### src/rtl/rr_req_arbiter4.sv
// -----------------------------------------------------------------------------
// rr_req_arbiter4
// Four-requester round-robin arbiter that feeds the select of a 2-to-4
// one-hot decoder. A grant is held until the owner pulses done, drops its
// request or (optionally) the hold timer expires. Priority then rotates to
// the requester after the released one.
//
// Optional feature macro: RR_TIMEOUT_EN
//   defined   -> hold counter forces release after TIMEOUT cycles in GRANT
//   undefined -> no counter, timeout output tied low
//
// Parameters
//   TIMEOUT   max cycles in GRANT before forced release (2..2^CNT_W)
//   CNT_W     hold counter width
//
// Ports
//   clk        in   rising-edge clock
//   rst        in   asynchronous active-high reset
//   req[3:0]   in   request vector, bit i = requester i
//   done       in   one-cycle release pulse from the current owner
//   gnt_idx    out  granted requester index (decoder select), registered
//   gnt_valid  out  gnt_idx is a live grant, registered
//   timeout    out  one-cycle pulse after a forced release, registered
// -----------------------------------------------------------------------------
module rr_req_arbiter4 #(
    parameter int TIMEOUT = 16,
    parameter int CNT_W   = 5
) (
    input  logic       clk,
    input  logic       rst,
    input  logic [3:0] req,
    input  logic       done,
    output logic [1:0] gnt_idx,
    output logic       gnt_valid,
    output logic       timeout
);

    localparam logic [0:0] ST_IDLE  = 1'b0;
    localparam logic [0:0] ST_GRANT = 1'b1;

    // Reject illegal timer configurations at elaboration.
    if ((TIMEOUT < 2) || (TIMEOUT > (1 << CNT_W))) begin : g_bad_cfg
        $error("rr_req_arbiter4: TIMEOUT out of range for CNT_W");
    end

    // Round-robin pick: returns {found, index}; lowest offset from p wins.
    function automatic logic [2:0] rr_pick(input logic [3:0] r, input logic [1:0] p);
        logic [2:0] res;
        logic [1:0] cand;
        res = 3'b000;
        for (int i = 3; i >= 0; i--) begin
            cand = p + 2'(i);
            if (r[cand]) begin
                res = {1'b1, cand};
            end
        end
        return res;
    endfunction

    logic [0:0] state_r;
    logic [0:0] state_nxt_s;
    logic [1:0] ptr_r;
    logic [1:0] ptr_nxt_s;
    logic [1:0] idx_nxt_s;
    logic       valid_nxt_s;
    logic       tmo_nxt_s;
    logic [2:0] pick_s;
    logic       tmo_hit_s;
    logic       norm_rel_s;

    assign pick_s = rr_pick(req, ptr_r);

    // Normal release: owner signals done or withdraws its request.
    assign norm_rel_s = done | ~req[gnt_idx];

`ifdef RR_TIMEOUT_EN
    logic [CNT_W-1:0] cnt_r;
    logic [CNT_W-1:0] cnt_nxt_s;

    localparam logic [CNT_W-1:0] CNT_LAST = CNT_W'(TIMEOUT - 1);
    localparam logic [CNT_W-1:0] CNT_MAX  = {CNT_W{1'b1}};

    assign tmo_hit_s = (state_r == ST_GRANT) && (cnt_r == CNT_LAST);

    // Hold counter: cleared on grant, saturating increment while granted.
    always_comb begin
        cnt_nxt_s = cnt_r;
        if (state_r == ST_IDLE) begin
            cnt_nxt_s = {CNT_W{1'b0}};
        end else if (cnt_r != CNT_MAX) begin
            cnt_nxt_s = cnt_r + {{(CNT_W-1){1'b0}}, 1'b1};
        end else begin
            cnt_nxt_s = cnt_r;
        end
    end

    // Hold counter register.
    always_ff @(posedge clk or posedge rst) begin
        if (rst) begin
            cnt_r <= {CNT_W{1'b0}};
        end else begin
            cnt_r <= cnt_nxt_s;
        end
    end
`else
    assign tmo_hit_s = 1'b0;
`endif

    // Next-state logic for FSM, pointer and registered outputs.
    always_comb begin
        state_nxt_s = state_r;
        ptr_nxt_s   = ptr_r;
        idx_nxt_s   = gnt_idx;
        valid_nxt_s = gnt_valid;
        tmo_nxt_s   = 1'b0;
        case (state_r)
            ST_IDLE: begin
                if (pick_s[2]) begin
                    idx_nxt_s   = pick_s[1:0];
                    valid_nxt_s = 1'b1;
                    state_nxt_s = ST_GRANT;
                end else begin
                    valid_nxt_s = 1'b0;
                end
            end
            ST_GRANT: begin
                if (norm_rel_s || tmo_hit_s) begin
                    valid_nxt_s = 1'b0;
                    ptr_nxt_s   = gnt_idx + 2'd1;
                    state_nxt_s = ST_IDLE;
                    // A normal release in the same cycle masks the timeout.
                    tmo_nxt_s   = ~norm_rel_s;
                end else begin
                    valid_nxt_s = 1'b1;
                end
            end
            default: begin
                state_nxt_s = ST_IDLE;
                valid_nxt_s = 1'b0;
            end
        endcase
    end

    // State, pointer and output registers.
    always_ff @(posedge clk or posedge rst) begin
        if (rst) begin
            state_r   <= ST_IDLE;
            ptr_r     <= 2'd0;
            gnt_idx   <= 2'd0;
            gnt_valid <= 1'b0;
            timeout   <= 1'b0;
        end else begin
            state_r   <= state_nxt_s;
            ptr_r     <= ptr_nxt_s;
            gnt_idx   <= idx_nxt_s;
            gnt_valid <= valid_nxt_s;
            timeout   <= tmo_nxt_s;
        end
    end

endmodule

### config.mk
export PLATFORM = sky130hd
export DESIGN_NAME = rr_req_arbiter4
export DESIGN_NICKNAME = d
export VERILOG_FILES = /design/src/rtl/rr_req_arbiter4.sv
export SDC_FILE = /design/constraint.sdc
export NUM_CORES = 1
export LEC_CHECK = 0
export ABC_AREA = 1
export CAP_MARGIN = 20
export CORE_AREA = 2 2 39 41
export CTS_CLUSTER_DIAMETER = 40
export DETAILED_ROUTE_END_ITERATION = 16
export DIE_AREA = 0 0 41 43
export PLACE_DENSITY = 0.69
export SETUP_SLACK_MARGIN = 0.1
export SLEW_MARGIN = 20
export SYNTH_ARGS = -nofsm -noshare
export SYNTH_HDL_FRONTEND = slang
export SYNTH_SLANG_ARGS = --single-unit
### constraint.sdc
create_clock -name clk -period 1.9 [get_ports clk]
set_clock_uncertainty 0.1 [all_clocks]
set_input_delay 0.19 -clock clk [delete_from_list [all_inputs] [get_ports clk]]
set_output_delay 0.19 -clock clk [all_outputs]
set_load 0.1 [all_outputs]
==> results by group <==
Place
  – Placement Cell Area: about 610 µm²
  – Detail Placement HPWL: 861 µm
  – Placer Congestion: 0.753
  – Placed cells: 105
  – Port buffer count: 9

Clock network
  – Num CTS Buffers: 3
  – Setup repair bufs after CTS: 0
  – Clock Root Buffer: clkbuf_4
  – Num Clock Sinks: 5
  – Clock insertion delay at the later pin of the skew report: 240 ps
  – H-Tree Level Count: 1
  – Clock tree buffer depth: 2
  – Clk slew on worst S/H paths: about 40 ps
  – CTS tree: yes
  – Hold bufs inserted after CTS: 0
  – Post_cts resized: 0

Synth
  – Unique masters post-synth: 20
  – Avg Cell Area, Syn: 6.45 µm²
  – YS warnings: 0
  – Cell area after synthesis: around 530 µm²
  – Yosys reg bits: 5
  – Post-synth net total: 89
  – Register area share after synthesis: 23.6%
  – Synthesized instance count: a little over 80

Setup path
  – Critical path required time: 1930 ps
  – Worst r2r path cells: 8
  – Critical Path End: gnt_idx[0]$_DFFE_PP0P_
  – FF-to-FF Start: ptr_r[0]$_DFFE_PP0P_
  – FF-to-FF End: gnt_idx[0]$_DFFE_PP0P_
  – Worst setup SP type: register
  – Critical path arrival: 1540 ps
  – Endpoint class of the critical path: register
  – Setup crit start: ptr_r[0]$_DFFE_PP0P_
  – Reg-to-reg setup timing slack: 390 ps
  – Crit path kind: reg -> reg
  – Max FO, Critical Path: 8

Cells and area
  – Most common cell after layout, fill and taps aside: nand2_1
  – P&R area growth vs syn: 21.0%
  – Area of the multi-input gates: 333 µm²
  – # fillers: 155
  – Nets: 101
  – Post-route cell area: 641 µm²
  – Reg area: 126 µm²
  – Diodes inserted: 0
  – Final Non-Filler Cells: 109
  – Commonest cells after routing, fill and taps aside: nand2_1 (27), inv_1 (10), nand2_2 (8), nand3_1 (7)
  – Layout cells sized above 1: about a quarter

Die
  – Die area: 1760 µm²
  – I/O pins: 11
  – Initial core utilization: 38.2%
  – Die height: about 43 µm
  – Core Area: 1380 µm²
  – Row cnt: 14
  – Die W: 41 µm

Detailed routing
  – Starting DRT DRC Count: 6
  – Final ANT Viol Nets: 0
  – Met2 routed WL: 482 µm
  – Via count: 507
  – Routed wire length: 1.01 mm
  – DRC viols: 0
  – Routed wire per std cell: just over 9 µm
  – Top routing layer used: met4
  – Met1 WL: approximately 460 µm
  – Vias per inst: around 4.7
  – Pre-Repair DR Iteration Count: 4
  – Met3 WL: 44 µm

STA
  – Tmin final: between 1500 and 2000 ps
  – Setup violations, final: 0
  – Setup TNS: 0 ps
  – Final Slew Violations: 0
  – RSZ-0062 raised after global routing: no
  – Final Hold Vio Count: 0
  – Final critical-path share of the clock period: 79.5%
  – Fmax: 662 MHz

GRT
  – First-pass GRT wire length: between 1.5 and 2 mm
  – GR Overflow Total: 0
  – Tot GR Track Use: 15.6%
  – Vias in the first global route: 461
  – Largest net degree at the start of global routing: 9
  – Initial antenna violation count: 0

Run status
  – Status: complete, no violations

Worst hold path
  – HP Class: in -> async

Run
  – Total of max-cap violations: 0
-- worst min-delay path by stage --
stage                        endpoint  from  slack (ps)  cells after the start
2_1_floorplan  gnt_idx[1]$_DFFE_PP0P_   rst        -130                      1
3_3_place_gp     ptr_r[1]$_DFFE_PP0P_   rst         300                      2
3_5_place_dp     ptr_r[1]$_DFFE_PP0P_   rst         300                      2
4_1_cts          ptr_r[1]$_DFFE_PP0P_   rst          40                      2
5_1_grt          ptr_r[1]$_DFFE_PP0P_   rst          60                      2
6_report         ptr_r[1]$_DFFE_PP0P_   rst          40                      2
-- worst max-delay path, stage by stage, from the launching register on --
cell and delay [ps]:
dfrtp_1 550, nand2_1 150, and2_4 190, nor2_4 120, inv_1 60, nand2_1 60
nand2_1 50, nand3_1 80, nand2_1 50
-- final cells by class --
| type | instances | area share, % |
|---|---|---|
| clock buffers | 4 | 4.10 |
| inverters | 12 | 8.20 |
| multi-input cells | 63 | 52.0 |
| flip-flops and latches | 5 | 19.7 |
| well taps | 16 | 3.13 |
| repair buffers | 9 | 12.9 |
-- synth_stat cells --
library cell,count,share of area [%]
o21ai_1,1,0.94
nand3_1,7,6.6
inv_1,10,7.1
nand2_1,27,19
o21ai_2,1,1.7
and2_1,1,1.2
inv_2,1,0.71
o21ai_0,6,5.7
nand2_4,3,6.4
nand2_2,8,9.5
dfrtp_1,5,24
buf_6,1,2.1
buf_4,1,1.4
xnor2_1,1,1.7
nor2_4,2,4.3
conb_1,1,0.71
inv_8,1,2.1
a21oi_1,3,2.8
and2_4,1,1.7
nor2_1,1,0.71
-- registers in the layout, summed over array words and instances, names as in the netlist --
register / cells
gnt_idx: 2
state_r: 1
ptr_r: 2
-- cell families (layout without fill, tap and decap cells) --
family	count (synthesis)	after routing	share of synthesized area [%]
AOI/OAI and AO/OA	11	11	11.1
other	1	1	0.709
buffers and inverters	14	25	13.5
xor gates and xnor gates	1	1	1.66
DFF	5	5	23.6
and+or+nand+nor	50	50	49.4
-- layer usage --
metal / vias to the layer above / global-route usage, %
li1: 275 / -
met1: 218 / 18.4
met2: 10 / 23.8
met3: 4 / 3.66
met4: 0 / 10.0
met5: - / 0
-- stage by stage --
step	hold slack, ps	setup WS [ps]	utilization (%)
global placement	302	328	44.4
finish	42.0	390	46.3
floorplan	-132	100	-
global route	60.0	232	46.3
detailed placement	304	310	44.4
CTS	41.4	363	46.3
Power is left out: the tool's default activity adds up to more than one toggle a clock period on the data nets, which glitch-free logic cannot reach.
